<file path="src/rtl/gcd_pkg.sv">
// Shared definitions for the iterative GCD engine: FSM state encoding and
// algorithm-select constants.
package gcd_pkg;

    typedef enum logic [1:0] {
        IDLE   = 2'b00,
        CALC   = 2'b01,
        FINISH = 2'b10
    } state_e;

    localparam logic MODE_EUCLID = 1'b0;
    localparam logic MODE_STEIN  = 1'b1;

endpackage

</file>
<file path="src/rtl/gcd_step.sv">
// One GCD iteration, purely combinational: Euclid subtraction or one step of
// binary (Stein) reduction, selected by mode.
module gcd_step
    import gcd_pkg::*;
#(
    parameter int WIDTH = 8,
    parameter int K_W   = 4
) (
    input  logic [WIDTH-1:0] a,
    input  logic [WIDTH-1:0] b,
    input  logic [K_W-1:0]   k,
    input  logic             mode,
    output logic [WIDTH-1:0] a_nxt,
    output logic [WIDTH-1:0] b_nxt,
    output logic [K_W-1:0]   k_nxt,
    output logic             eq,
    output logic [WIDTH-1:0] result
);

    logic stein;

    assign stein = (mode == MODE_STEIN);

    // NOTE: every output gets a default before the branches, so no path
    // leaves one unassigned and no latch is inferred.
    always_comb begin
        a_nxt  = a;
        b_nxt  = b;
        k_nxt  = k;
        eq     = (a == b);
        result = stein ? (a << k) : a;

        if (!eq) begin
            if (stein && !a[0] && !b[0]) begin
                a_nxt = a >> 1;
                b_nxt = b >> 1;
                k_nxt = k + K_W'(1);
            end else if (stein && !a[0]) begin
                a_nxt = a >> 1;
            end else if (stein && !b[0]) begin
                b_nxt = b >> 1;
            end else if (a > b) begin
                a_nxt = a - b;
            end else begin
                b_nxt = b - a;
            end
        end
    end

endmodule

</file>
<file path="src/rtl/gcd_multi.sv">
// Iterative GCD engine: IDLE/CALC/FINISH controller around gcd_step, with
// registered result, error flag, busy status and saturating iteration count.
module gcd_multi
    import gcd_pkg::*;
#(
    parameter int WIDTH  = 8,
    parameter int ITER_W = WIDTH + 1
) (
    input  logic              CLK,
    input  logic              RST_N,
    input  logic              START,
    input  logic              MODE,
    input  logic [WIDTH-1:0]  A,
    input  logic [WIDTH-1:0]  B,
    output logic [WIDTH-1:0]  Y,
    output logic              DONE,
    output logic              ERROR,
    output logic              BUSY,
    output logic [ITER_W-1:0] ITER
);

    localparam int K_W = $clog2(WIDTH) + 1;

    state_e             state_q, state_d;
    logic [WIDTH-1:0]   a_q, a_d, b_q, b_d;
    logic [K_W-1:0]     k_q, k_d;
    logic               mode_q, mode_d;
    logic [WIDTH-1:0]   y_q, y_d;
    logic               done_q, done_d;
    logic               error_q, error_d;
    logic               busy_q, busy_d;
    logic [ITER_W-1:0]  iter_q, iter_d;

    logic [WIDTH-1:0]   step_a, step_b, step_result;
    logic [K_W-1:0]     step_k;
    logic               step_eq;
    logic [ITER_W-1:0]  iter_inc;

    gcd_step #(.WIDTH(WIDTH), .K_W(K_W)) u_step (
        .a      (a_q),
        .b      (b_q),
        .k      (k_q),
        .mode   (mode_q),
        .a_nxt  (step_a),
        .b_nxt  (step_b),
        .k_nxt  (step_k),
        .eq     (step_eq),
        .result (step_result)
    );

    assign iter_inc = (iter_q == {ITER_W{1'b1}}) ? iter_q : iter_q + ITER_W'(1);

    always_comb begin
        state_d = state_q;
        a_d     = a_q;
        b_d     = b_q;
        k_d     = k_q;
        mode_d  = mode_q;
        y_d     = y_q;
        error_d = error_q;
        iter_d  = iter_q;
        done_d  = 1'b0;

        case (state_q)
            IDLE: begin
                if (START) begin
                    a_d    = A;
                    b_d    = B;
                    mode_d = MODE;
                    k_d    = '0;
                    iter_d = '0;
                    y_d    = '0;
                    if ((A == '0) || (B == '0)) begin
                        error_d = 1'b1;
                        done_d  = 1'b1;
                        state_d = FINISH;
                    end else begin
                        error_d = 1'b0;
                        state_d = CALC;
                    end
                end
            end
            CALC: begin
                iter_d = iter_inc;
                a_d    = step_a;
                b_d    = step_b;
                k_d    = step_k;
                if (step_eq) begin
                    y_d     = step_result;
                    done_d  = 1'b1;
                    state_d = FINISH;
                end
            end
            FINISH:  state_d = IDLE;
            default: state_d = IDLE;
        endcase

        busy_d = (state_d != IDLE);
    end

    // NOTE: sequential state uses non-blocking assignments so every flop
    // samples pre-edge values regardless of statement order.
    always_ff @(posedge CLK) begin
        if (!RST_N) begin
            state_q <= IDLE;
            a_q     <= '0;
            b_q     <= '0;
            k_q     <= '0;
            mode_q  <= MODE_EUCLID;
            y_q     <= '0;
            done_q  <= 1'b0;
            error_q <= 1'b0;
            busy_q  <= 1'b0;
            iter_q  <= '0;
        end else begin
            state_q <= state_d;
            a_q     <= a_d;
            b_q     <= b_d;
            k_q     <= k_d;
            mode_q  <= mode_d;
            y_q     <= y_d;
            done_q  <= done_d;
            error_q <= error_d;
            busy_q  <= busy_d;
            iter_q  <= iter_d;
        end
    end

    assign Y     = y_q;
    assign DONE  = done_q;
    assign ERROR = error_q;
    assign BUSY  = busy_q;
    assign ITER  = iter_q;

endmodule

</file>
<file path="config.mk">
export PLATFORM = sky130hd
export DESIGN_NAME = gcd_multi
export DESIGN_NICKNAME = d
export VERILOG_FILES = /design/src/rtl/gcd_pkg.sv /design/src/rtl/gcd_step.sv /design/src/rtl/gcd_multi.sv
export SDC_FILE = /design/constraint.sdc
export NUM_CORES = 1
export LEC_CHECK = 0
export BUFFER_PORTS_ARGS = -buffer_cell sky130_fd_sc_hd__clkbuf_2
export CAP_MARGIN = 15
export CORE_ASPECT_RATIO = 2
export CORE_MARGIN = 8
export CORE_UTILIZATION = 45
export DETAILED_ROUTE_END_ITERATION = 8
export PLACE_DENSITY = 0.65
export SLEW_MARGIN = 20
export SYNTH_ARGS = -nofsm -noshare
export SYNTH_HDL_FRONTEND = slang
export SYNTH_SLANG_ARGS = --single-unit
</file>
<file path="constraint.sdc">
create_clock -name CLK -period 2.25 [get_ports CLK]
set_clock_uncertainty 0.1 [all_clocks]
set_input_delay 0.3375 -clock CLK [delete_from_list [all_inputs] [get_ports CLK]]
set_output_delay 0.3375 -clock CLK [all_outputs]
set_load 0.1 [all_outputs]
</file>
[Yosys cells after proc, flatten, opt, wreduce, memory -nomap -nowiden]
Index checks and enable logic that the tools add are counted.
Cells by class
  add/subtract/negate cells: 4
  order comparisons: 1
  equal/unequal tests: 12
  shift-type cells: 1
  muxes and demuxes: 33
  reductions and logical operators: 17
Operators with widths (count)
  8-bit 2-to-1 mux: 15
  8-bit case mux with 2 select lines: 3
  9-bit 2-to-1 mux: 2
  9-bit case mux with 2 select lines: 1
  8-bit logical NOT: 2
  8-bit subtractor: 2
  4-bit 2-to-1 mux: 3
  5-bit AND reduction: 2
  9-bit by 1-bit adder with 9-bit output, second input constant: 1
  9-bit == test, second input constant: 1
  8-bit == test: 1
  8-bit greater-than comparator: 1
  2-bit != test, second input constant: 4
  4-bit by 2-bit != test with 1-bit output, second input constant: 2
  4-bit case mux with 2 select lines: 1
  8-bit by 4-bit left shift with 8-bit output: 1
  2-bit 2-to-1 mux: 3
  3-bit AND reduction: 2
  4-bit by 1-bit adder with 4-bit output, second input constant: 1
  4-bit by 1-bit != test with 1-bit output, second input constant: 1
  2-bit case mux with 2 select lines: 1
  4-bit AND reduction: 1
  2-bit nonzero test: 2
  1-bit logical AND: 3
  9 further kinds: 12
Storage, ports and cells
  bits in registers: 43
  bits of input ports: 20
  output and inout port bits: 20

[Depth between registers and ports, before layout]
Gate-level depths: netlist (run 1).
  depth after elaboration: 7
  mapped depth: 11
  mapped depth without buffers: 11

[By module]
A second synthesis (run 1) with hierarchy kept.
Unflattened totals
  cell total of the unflattened synthesis: 448
  area total of the unflattened synthesis: 3407.0 um^2
Modules (own cells, without submodules)
  gcd_multi: instances 1, cells an instance 222, area each 1835.5 um^2
  gcd_step: instances 1, cells an instance 226, area each 1571.5 um^2

[Worst setup path after synthesis (run 1)]
Ideal clock, no wire load.
  path kind: flip-flop to flip-flop
  from: register iter_q[0] (netlist: ITER[0])
  to: register iter_q[5] (netlist: ITER[5])
  library setup time: 0.072 ns
  arrival time: 2.665 ns
  data required time: 2.078 ns
  setup slack: -0.588 ns
  cell stages (with the launch flop): 11
  period minus slack after synthesis: 2.838 ns
  cells stage by stage: dfxtp_1 -> ha_1 -> nand2_1 -> nor2_1 -> and3_1 -> ha_1 -> a21oi_1 -> nor2b_1 -> nand4_1 -> or3_1 -> a21oi_1
On the way
  cells in the longest elaborated chain, start to end: 3
  elaborated cells on any way between the ends: 6
  those cells by class: 1 x add/sub; 2 x eq/ne; 2 x mux; 1 x reduce/logical
Ends and longest elaborated chain
  start: declaration: RTL line gcd_multi.sv:32  | logic [ITER_W-1:0] iter_q, iter_d;
  start signal: assignment: RTL line gcd_multi.sv:125  | iter_q <= iter_d;
  9-bit by 1-bit adder with 9-bit output or 9-bit == test (tied branches): RTL line gcd_multi.sv:51  | assign iter_inc = (iter_q == {ITER_W{1'b1}}) ? iter_q : iter_q + ITER_W'(1);
  9-bit 2-to-1 mux or 2-bit != test (tied branches)
  9-bit case mux with 2 select lines or 3-bit AND reduction (tied branches)
Several ways; a longest one is shown, not always the timed one. The select of a mux whose other input is x is not followed.
A chain may end at the register's enable or synchronous reset.

[Final worst setup path (run 1)]
  from: register a_q[0]
  to: register b_q[5]
On the way
  cells in the longest elaborated chain, start to end: 7
  elaborated cells on any way between the ends: 16
  those cells by class: 1 x add/sub; 1 x order compare; 4 x eq/ne; 6 x mux; 4 x reduce/logical
Ends and longest elaborated chain
  start: declaration: RTL line gcd_multi.sv:25  | logic [WIDTH-1:0] a_q, a_d, b_q, b_d;
  start signal: assignment: RTL line gcd_multi.sv:106  | a_q <= '0;
  start signal: assignment: RTL line gcd_multi.sv:117  | a_q <= a_d;
  8-bit subtractor: RTL line gcd_step.sv:45  | b_nxt = b - a;
  8-bit 2-to-1 mux: RTL line gcd_step.sv:42  | end else if (a > b) begin
  8-bit 2-to-1 mux: RTL line gcd_step.sv:40  | end else if (stein && !b[0]) begin
  8-bit 2-to-1 mux: RTL line gcd_step.sv:38  | end else if (stein && !a[0]) begin
  8-bit 2-to-1 mux: RTL line gcd_step.sv:34  | if (stein && !a[0] && !b[0]) begin
  8-bit 2-to-1 mux: RTL line gcd_step.sv:33  | if (!eq) begin
  8-bit case mux with 2 select lines: RTL line gcd_multi.sv:64  | case (state_q)
  end signal: assignment: RTL line gcd_multi.sv:107  | b_q <= '0;
  end signal: assignment: RTL line gcd_multi.sv:118  | b_q <= b_d;
  end: declaration: RTL line gcd_multi.sv:25
Several ways; a longest one is shown, not always the timed one. The select of a mux whose other input is x is not followed.

==> results.sh, run 1 <==
export IMPL_run_status="finished with violations"
export IMPL_violations="negative setup slack"
export IMPL_viasPerCell=5.754
export IMPL_gr_usage_all_layers_pct=22.37
export IMPL_min_period_ns=2.285
export IMPL_start_util_pct=46.46
export IMPL_grt_start_max_net_pins=22
export IMPL_crit_fanout=3
export IMPL_numCtsBuffers=5
export IMPL_async_flop_share_pct=0
export IMPL_antenna_found_initial=0
export IMPL_ys_warn_count=0
export IMPL_cp_data_required_time_ns=2.36
export IMPL_drt_pass1_iter_count=4
export IMPL_synth_simple_area_share_pct=23.00
export IMPL_ys_ff_latch=43
export IMPL_met1_usage_pct=20.32
export IMPL_timing_final_crit_share_pct=101.6
export IMPL_synth_top_family_by_area="compound AO/OA/AOI/OAI gates"
export IMPL_worst_setup_path_start_kind="flip-flop"
export IMPL_gp_congestion=0.9314
export IMPL_synth_edf_count=0
export IMPL_final_nets=544
export IMPL_dieArea_um2=9833
export IMPL_cts_sinks=43
export IMPL_num_vias=3412
export IMPL_drtIter0Drc=191
export IMPL_hold_viol=0
export IMPL_synth_top_area_share_pct=28.21
export IMPL_hp_start="MODE"
export IMPL_r2r_start="a_q[0]$_SDFFE_PN0P_"
export IMPL_clkTransAtPathRegs_ns=0.07
export IMPL_dp_hpwl_um=8110
export IMPL_drc_errors=0
export IMPL_max_slew_margin_pct=49.35
export IMPL_syn_nets=435
export IMPL_regArea_um2=892.1
export IMPL_final_cell_mix="83 x buf_4, 40 x nand2_1, 40 x nor2_1"
export IMPL_ant_nets=0
export IMPL_crit_path_start="a_q[0]$_SDFFE_PN0P_"
export IMPL_multiInputGateArea_um2=2311
export IMPL_fmax_ghz=0.4377
export IMPL_core_area_um2=6569
export IMPL_final_common_cell="buf_4"
export IMPL_critPathCaptureType="flip-flop"
export IMPL_power_leakage_nw=1.788
export IMPL_dpl_cell_area_um2=3886
export IMPL_ys_seq_area_share_pct=28.21
export IMPL_htree_levels=2
export IMPL_hp_class="primary input to flip-flop"
export IMPL_grt_pass1_vias=3587
export IMPL_port_buffers=39
export IMPL_cts_root_buf="clkbuf_16"
export IMPL_placement_rows=42
export IMPL_clk_path_buf_depth=2
export IMPL_synth_avg_cell_area_um2=7.726
export IMPL_use_met3_pct=3.255
export IMPL_synthAdderAreaFrac_pct=8.692
export IMPL_grt_overflow_total=0
export IMPL_use_met2_pct=43.01
export IMPL_tightest_slew_ns=0.7589
export IMPL_drv_slew=0
export IMPL_finalWirelength_um=10650
export IMPL_yosysUniqueCellTypes=57
export IMPL_ios=40
export IMPL_setup_violations_final=3
export IMPL_crit_type="flip-flop to flip-flop"
export IMPL_die_h_um=132.5
export IMPL_grt_pass1_wl_um=17160
export IMPL_peakVddDrop_mv=0.9016
export IMPL_synthMuxAreaShare_pct=2.788
export IMPL_die_w_um=74.23
export IMPL_synth_area_leader_cell="dfxtp_1"
export IMPL_stdcell_area_um2=4400
export IMPL_drive_above_1_share_pct=42.38
export IMPL_final_util_pct=66.99
export IMPL_synthesis_area_um2=3052
export IMPL_routedWlPerCell_um=17.95
export IMPL_cp_data_arrival_time_ns=2.39
export IMPL_fillers=588
export IMPL_synth_compound_gate_area_share_pct=28.37
export IMPL_diodes=0
export IMPL_max_cap_violations=0
export IMPL_worst_slack_ns=-0.03490
export IMPL_power_density_nw_per_um2=1611
export IMPL_cts_tree="done"
export IMPL_synth_xor_xnor_area_share_pct=2.870
export IMPL_ys_flop_type="dfxtp_1"
export IMPL_netlist_instances=395
export IMPL_yosys_top_cells_area="dfxtp_1 28%, ha_1 7.4%, nor2_1 5.3%"
export IMPL_area_delta_synth_final_pct=44.20
export IMPL_clk_latency_ns=0.29
export IMPL_top_usage_layer="met2"
export IMPL_rsz0062_at_grt="yes"
## Yosys cell counts, types with 3 or more instances
master / count
dfxtp_1: 43
nor2_1: 43
nand2_1: 41
a21oi_1: 28
o21ai_0: 24
inv_1: 20
a211oi_1: 19
ha_1: 18
clkbuf_1: 17
nand3_1: 11
nor3_1: 9
o211ai_1: 8
buf_2: 7
nand2b_1: 7
a31oi_1: 6
nor4_1: 5
o21a_1: 5
o31ai_1: 5
xnor2_1: 5
xor2_1: 5
mux2_2: 4
mux2i_1: 4
nor2b_1: 4
o2111ai_1: 4
a221oi_1: 3
nand4_1: 3
o221ai_1: 3
o41ai_1: 3
or3_1: 3
## where the power goes
group	leakage [nW]	internal, mW	switching (mW)	total, mW
logic	1.36	2.56	2.65	5.22
registers	0.360	0.948	0.174	1.12
clock network	0.0664	0.415	0.334	0.750
total	1.79	3.93	3.16	7.09
## metrics by stage
stage	hold WS [ns]	power (mW)	setup WS, ns	TNS, ns	std cells
final	0.1780	7.089	-0.03490	-0.06966	593
after global routing	0.1870	7.543	-0.1242	-0.9882	593
after CTS	0.1764	6.816	-0.005073	-0.005396	589
after detailed placement	0.3590	5.331	-0.2187	-1.733	573
after global placement	0.3493	5.250	-0.2107	-1.278	573
after floorplan	0.3583	3.649	-0.02233	-0.03826	395
## registers in the layout, indices dropped and copies added (netlist names)
signal   cells
ITER         9
Y            8
a_q          8
b_q          8
k_q          4
state_q      2
BUSY         1
DONE         1
ERROR        1
mode_q       1
## metal layers
metal | wire length (um) | part of all wire [%]
met5 | 0 | 0
met4 | 469 | 4.4
met3 | 371 | 3.5
met2 | 6056 | 57
met1 | 3749 | 35
## worst paths after layout
check / endpoint / cells after the start / slack [ns]
worst max-delay path: b_q[5]$_SDFFE_PN0P_ / 11 / -0.03
worst min-delay path: mode_q$_SDFFE_PN0P_ / 3 / 0.18
worst max register to register: b_q[5]$_SDFFE_PN0P_ / 11 / -0.03
worst min register to register: Y[0]$_SDFFE_PN0P_ / 2 / 0.37
## cell type report
| cell class | count | share of cell area, % |
|---|---|---|
| multi-input cells | 308 | 52.52 |
| inverters | 20 | 1.706 |
| clock buffers | 5 | 2.843 |
| clock inverters | 3 | 0.5402 |
| repair buffers | 126 | 19.62 |
| flip-flops and latches | 43 | 20.27 |
| well taps | 88 | 2.502 |
## worst max-delay path: stages (launching register included)
cell and delay, ns:
dfxtp_2 0.33, inv_2 0.08, ha_4 0.14, fa_2 0.18, nand2b_4 0.16, a211oi_4 0.07, or3_4 0.35, buf_6 0.14
nor4_4 0.26, buf_4 0.17, nand3b_1 0.08, a31oi_1 0.13
## cell families (layout without fill, tap and decap cells)
group	count (synthesis)	after routing
and+or+nand+nor	142	142
buffers and inverters	45	154
AOI/OAI and AO/OA	127	128
muxes	8	8
xor gates and xnor gates	10	10
adders and majority gates	20	20
DFF	43	43
## repair_timing
item / 4_1_cts / 5_1_grt
hold buffers: 0 / 0
resized for setup: 39 / 27
pin swaps: 5 / 11
setup endpoints to repair: 19 / 26
gates cloned: 1 / 0
setup buffers: 8 / 4
No activity file was read; power rests on OpenSTA's default activity.
==> run 2, diff against run 1 <==
--- a/config.mk
+++ b/config.mk
@@ -16,3 +16,4 @@
 export SYNTH_ARGS = -nofsm -noshare
 export SYNTH_HDL_FRONTEND = slang
 export SYNTH_SLANG_ARGS = --single-unit
+export TNS_END_PERCENT = 50
==> results.sh, run 2 (synthesis gave the netlist of run 1 again) <==
export IMPL_run_status="finished with violations"
export IMPL_violations="negative setup slack"
export IMPL_fin_cells=589
export IMPL_final_common_cell="buf_4"
export IMPL_power_leakage_nw=1.799
export IMPL_rsz0062_at_grt="yes"
export IMPL_cts_tree="done"
export IMPL_dp_hpwl_um=8030
export IMPL_worst_r2r_setup_slack_ns=-0.09
export IMPL_clk_latency_ns=0.29
export IMPL_min_to="mode_q$_SDFFE_PN0P_"
export IMPL_diodes=0
export IMPL_area_delta_synth_final_pct=45.80
export IMPL_num_vias=3519
export IMPL_cts_sinks=43
export IMPL_antenna_found_initial=0
export IMPL_r2r_start="a_q[0]$_SDFFE_PN0P_"
export IMPL_drt_pass1_iter_count=9
export IMPL_timing_final_crit_share_pct=103.8
export IMPL_die_w_um=74.23
export IMPL_ant_nets=0
export IMPL_r2r_end="a_q[6]$_SDFFE_PN0P_"
export IMPL_core_area_um2=6569
export IMPL_hp_start="MODE"
export IMPL_ios=40
export IMPL_hp_class="primary input to flip-flop"
export IMPL_clk_path_buf_depth=2
export IMPL_fmax_ghz=0.4281
export IMPL_grt_start_max_net_pins=22
export IMPL_worst_slack_ns=-0.08613
export IMPL_largest_reg_flops=9
export IMPL_max_slew_margin_pct=41.99
export IMPL_cts_root_buf="clkbuf_16"
export IMPL_grt_pass1_wl_um=16140
export IMPL_cp_data_required_time_ns=2.32
export IMPL_power_density_nw_per_um2=1630
export IMPL_crit_fanout=4
export IMPL_drtIter0Drc=234
export IMPL_final_util_pct=67.73
export IMPL_stdcell_area_um2=4449
export IMPL_critPathCaptureType="flip-flop"
export IMPL_htree_levels=2
export IMPL_dieArea_um2=9833
export IMPL_max_cap_violations=0
export IMPL_gp_congestion=0.8880
export IMPL_gr_usage_all_layers_pct=21.28
export IMPL_cp_data_arrival_time_ns=2.40
export IMPL_tightest_slew_ns=0.8693
export IMPL_clkTransAtPathRegs_ns=0.07
export IMPL_power_total_mw=7.253
export IMPL_final_cell_mix="76 x buf_4, 40 x nor2_1, 39 x nand2_1, 39 x clkbuf_2, 23 x dfxtp_1"
export IMPL_numCtsBuffers=5
export IMPL_grt_overflow_total=0
export IMPL_min_period_ns=2.336
export IMPL_rr_worst_depth=10
export IMPL_place_inst=569
export IMPL_holdBufCountCts=0
export IMPL_crit_type="flip-flop to flip-flop"
export IMPL_placement_rows=42
export IMPL_drc_errors=0
export IMPL_drive_above_1_share_pct=42.71
export IMPL_drv_slew=0
export IMPL_routedWlPerCell_um=19.15
export IMPL_viasPerCell=5.975
export IMPL_setup_violations_final=10
export IMPL_worst_setup_path_start_kind="flip-flop"
export IMPL_port_buffers=39
export IMPL_dpl_cell_area_um2=3852
export IMPL_whs_path_depth=3
export IMPL_peakVddDrop_mv=1.088
export IMPL_setup_tns_ns=-0.3138
export IMPL_hold_viol=0
export IMPL_finalWirelength_um=11280
export IMPL_final_nets=540
export IMPL_start_util_pct=46.46
export IMPL_die_h_um=132.5
export IMPL_grt_pass1_vias=3472
[run 2: per-stage QoR]
stage               worst slack, ns  hold slack [ns]
global route                -0.1946           0.1915
finish                     -0.08613           0.1821
CTS                        -0.05035           0.1772
global placement            -0.1463           0.3484
floorplan                  -0.02233           0.3583
detailed placement          -0.2297           0.3536
[run 2: critical path, cell delays in order, from the launching register on]
cell and delay, ns:
dfxtp_2 0.35, inv_2 0.05, ha_4 0.16, fa_2 0.35, nand2b_4 0.18, a211oi_4 0.27
or3_4 0.19, buf_6 0.12, a21oi_4 0.07, o211ai_1 0.25, o41ai_2 0.12
[run 2: area by class of cell]
| cell class | instances | area, um^2 |
|---|---|---|
| clock buffers | 5 | 125.1 |
| clock inverters | 3 | 43.79 |
| fillers | 560 | 2120 |
| inverters | 20 | 75.07 |
| multi-input cells | 308 | 2364 |
| flip-flops and latches | 43 | 890.9 |
| well taps | 88 | 110.1 |
| repair buffers | 122 | 840.8 |
[run 2: per-layer routing]
layer  wire length (um)  vias up  global-route usage (%)
met4                713        0                   16.15
met1               3780     1660                   18.46
met2               6265      149                   40.31
met3                521       58                   3.104
li1                   -     1652                       -
met5                  0        -                       0
[run 2: how the worst max path moves through the flow]
stage                    startpoint                    to  slack (ns)
2_1_floorplan  ITER[0]$_SDFFE_PN0P_  ITER[5]$_SDFFE_PN0P_       -0.02
3_3_place_gp    a_q[3]$_SDFFE_PN0P_   b_q[1]$_SDFFE_PN0P_       -0.15
3_5_place_dp    a_q[0]$_SDFFE_PN0P_   b_q[7]$_SDFFE_PN0P_       -0.23
4_1_cts         a_q[0]$_SDFFE_PN0P_   b_q[1]$_SDFFE_PN0P_       -0.05
5_1_grt         a_q[0]$_SDFFE_PN0P_   a_q[6]$_SDFFE_PN0P_       -0.19
6_report        a_q[0]$_SDFFE_PN0P_   a_q[6]$_SDFFE_PN0P_       -0.09
[run 2: repair_timing]
item,CTS,global route
pin swaps,10,27
endpoints found under the setup margin,18,25
cloned,0,2
resized for setup,24,55
setup buffers,3,8
[run 2: where the power goes]
| part | switching [mW] | internal, mW |
|---|---|---|
| Sequential | 0.168 | 0.946 |
| Clock | 0.327 | 0.524 |
| Combinational | 2.78 | 2.50 |
==> run 3, diff against run 2 <==
--- a/config.mk
+++ b/config.mk
@@ -5,15 +5,17 @@
 export SDC_FILE = /design/constraint.sdc
 export NUM_CORES = 1
 export LEC_CHECK = 0
+export ABC_AREA = 1
 export BUFFER_PORTS_ARGS = -buffer_cell sky130_fd_sc_hd__clkbuf_2
 export CAP_MARGIN = 15
 export CORE_ASPECT_RATIO = 2
 export CORE_MARGIN = 8
-export CORE_UTILIZATION = 45
+export CORE_UTILIZATION = 48
 export DETAILED_ROUTE_END_ITERATION = 8
-export PLACE_DENSITY = 0.65
+export PLACE_DENSITY = 0.68
 export SLEW_MARGIN = 20
 export SYNTH_ARGS = -nofsm -noshare
 export SYNTH_HDL_FRONTEND = slang
+export SYNTH_HIERARCHICAL = 1
 export SYNTH_SLANG_ARGS = --single-unit
 export TNS_END_PERCENT = 50
==> results.sh, run 3 <==
export IMPL_antenna_found_initial=0
export IMPL_final_nets=714
export IMPL_cp_slowest_cell="dfxtp_4"
export IMPL_yosysUniqueCellTypes=44
export IMPL_dpl_cell_area_um2=4269
export IMPL_diodes=0
export IMPL_r2r_end="a_q[6]$_SDFFE_PN0P_"
export IMPL_ys_warn_count=6
export IMPL_clk_latency_ns=0.29
export IMPL_tightest_slew_ns=0.5434
export IMPL_cts_tree="done"
export IMPL_switching_share_pct=44.80
export IMPL_timing_final_crit_share_pct=105.4
export IMPL_syn_nets=626
export IMPL_clkTransAtPathRegs_ns=0.07
export IMPL_die_w_um=77.73
export IMPL_max_slew_margin_pct=63.93
export IMPL_synth_avg_cell_area_um2=6.243
export IMPL_grt_start_max_net_pins=31
export IMPL_fin_cells=769
export IMPL_async_flop_share_pct=0
export IMPL_fmax_ghz=0.4217
export IMPL_dp_hpwl_um=8545
export IMPL_grt_overflow_total=0
export IMPL_yosys_top_cells_area="dfxtp_1 24%, nand2_1 16%, a21oi_1 7.5%"
export IMPL_drive_above_1_share_pct=24.30
export IMPL_stdcell_area_um2=4512
export IMPL_synth_edf_count=0
export IMPL_ys_seq_area_share_pct=23.53
export IMPL_wl_met2_um=5518
export IMPL_synth_top_area_share_pct=23.53
export IMPL_port_buffers=39
export IMPL_worst_r2r_setup_slack_ns=-0.12
export IMPL_critPathCaptureType="flip-flop"
export IMPL_peakVddDrop_mv=0.3991
export IMPL_ios=40
export IMPL_viasPerCell=5.270
export IMPL_finalWirelength_um=10920
export IMPL_rsz0062_at_grt="yes"
export IMPL_die_h_um=139.5
export IMPL_clk_path_buf_depth=2
export IMPL_numCtsBuffers=5
export IMPL_crit_path_start="a_q[0]$_SDFFE_PN0P_"
export IMPL_area_delta_synth_final_pct=23.32
export IMPL_cp_slowest_stage_delay_ns=0.36
export IMPL_worst_slack_ns=-0.1212
export IMPL_final_util_pct=60.25
export IMPL_worst_setup_path_start_kind="flip-flop"
export IMPL_run_status="finished with violations"
export IMPL_endpoint="a_q[6]$_SDFFE_PN0P_"
export IMPL_ys_ff_latch=43
export IMPL_power_leakage_nw=2.223
export IMPL_netlist_instances=586
export IMPL_route_met3_wl_um=596
export IMPL_start_util_pct=48.86
export IMPL_place_inst=755
export IMPL_max_cap_violations=0
export IMPL_cts_root_buf="clkbuf_16"
export IMPL_ant_nets=0
export IMPL_final_common_cell="nand2_1"
export IMPL_setup_violations_final=16
export IMPL_hp_start="MODE"
export IMPL_p_int_mw=2.118
export IMPL_final_cell_mix="150 x nand2_1, 63 x nor2_1, 61 x inv_1"
export IMPL_switching_power_mw=1.718
export IMPL_num_vias=4053
export IMPL_grt_pass1_wl_um=17860
export IMPL_post_synth_top_count_cell="nand2_1"
export IMPL_pwr_share_clk_pct=18.8
export IMPL_drtIter0Drc=250
export IMPL_path_cells="inv_4 -> ha_4 -> fa_2 -> inv_2 -> nand3_2 -> nand2_2 -> nand2_2 -> nand2_4 -> buf_4 -> nand3_2 -> nand2_1 -> nand3_1 -> nand2_1 -> nand2_1 -> nor2_1 -> nor2_1 -> o21ai_0 -> a21oi_1"
export IMPL_top_layer_used="met4"
export IMPL_crit_fanout=7
export IMPL_ys_flop_type="dfxtp_1"
export IMPL_placement_rows=45
export IMPL_p_comb_share_pct=58.2
export IMPL_grt_pass1_vias=3792
export IMPL_fillers=758
export IMPL_synth_area_leader_cell="dfxtp_1"
export IMPL_violations="negative setup slack"
export IMPL_hold_viol=0
export IMPL_drt_pass1_iter_count=5
export IMPL_hp_class="primary input to flip-flop"
export IMPL_synth_top_cells_by_count="152 x nand2_1, 63 x inv_1, 63 x nor2_1, 55 x a21oi_1, 52 x o21ai_0"
export IMPL_crit_type="flip-flop to flip-flop"
export IMPL_min_period_ns=2.371
export IMPL_htree_levels=2
export IMPL_cpMostUsedCell="nand2_1"
export IMPL_synthesis_area_um2=3659
export IMPL_r2r_start="a_q[0]$_SDFFE_PN0P_"
export IMPL_core_area_um2=7488
export IMPL_drc_errors=0
export IMPL_gp_congestion=0.9410
export IMPL_met1_length_um=4471
export IMPL_gr_usage_all_layers_pct=19.91
export IMPL_rr_worst_depth=18
export IMPL_cts_sinks=43
export IMPL_p_seq_share_pct=23.0
export IMPL_largest_reg_flops=9
export IMPL_routedWlPerCell_um=14.20
export IMPL_drv_slew=0
export IMPL_power_density_nw_per_um2=850.2
export IMPL_cp_data_required_time_ns=2.31
export IMPL_dieArea_um2=10840
export IMPL_cp_data_arrival_time_ns=2.43
run 3: final cells by class:
cell class	instances	area, um^2	share of cell area, %
well taps	94	117.6	2.607
flip-flops and latches	43	872.1	19.33
clock inverters	2	12.51	0.2773
inverters	75	286.5	6.351
clock buffers	6	128.9	2.856
repair buffers	99	658.1	14.59
multi-input cells	450	2436	53.99
run 3: logic make-up after synthesis:
family                     after synthesis  synth area share, %
buffers and inverters                   94                11.59
AOI/OAI and AO/OA                      138                20.76
xor gates and xnor gates                 7                1.676
DFF                                     43                23.53
and+or+nand+nor                        284                35.19
adders and majority gates               20                7.250
run 3: worst min-delay path by stage:
stage,cells after the start,endpoint
after floorplan,2,k_q[3]$_SDFFE_PN0P_
after global routing,3,mode_q$_SDFFE_PN0P_
final,3,mode_q$_SDFFE_PN0P_
after global placement,2,ITER[2]$_SDFFE_PN0P_
after detailed placement,2,k_q[3]$_SDFFE_PN0P_
after CTS,3,mode_q$_SDFFE_PN0P_
run 3: repair_timing:
action / in CTS / in global routing
gates cloned: 0 / 1
gates resized for setup: 8 / 11
buffers inserted: 2 / 3
hold buffers: 0 / 0
setup endpoints to repair: 18 / 26
pin swaps: 8 / 14
run 3: through the flow:
step	hold WS [ns]	setup TNS [ns]	total power, mW	setup slack, ns
global route	0.1942	-4.404	4.112	-0.2729
finish	0.1795	-0.8871	3.836	-0.1212
CTS	0.1806	-0.9016	3.766	-0.1035
global placement	0.3478	-0.1497	2.964	-0.04499
floorplan	0.3400	0	2.364	0.01025
detailed placement	0.3538	-0.8288	2.979	-0.1088
run 3: worst max-delay path, delay by kind of cell (launching register included):
kind / cells / cell delay, ns
simple gates: 11 / 0.87
fa+ha+maj: 2 / 0.50
flops: 1 / 0.36
buf+inv: 3 / 0.25
compound gates: 2 / 0.16
run 3: per-layer routing:
layer	track usage [%]	vias up
met3	3.484	20
li1	-	2095
met5	0	-
met1	23.04	1819
met2	34.17	119
met4	8.918	0
run 3: power by group through the flow:
stage	Clock (mW)	Sequential, mW	Combinational [mW]
floorplan	0	1.06	1.31
detailed placement	0	0.898	2.08
global route	0.759	0.893	2.46
finish	0.721	0.884	2.23
global placement	0	0.896	2.07
CTS	0.734	0.883	2.15
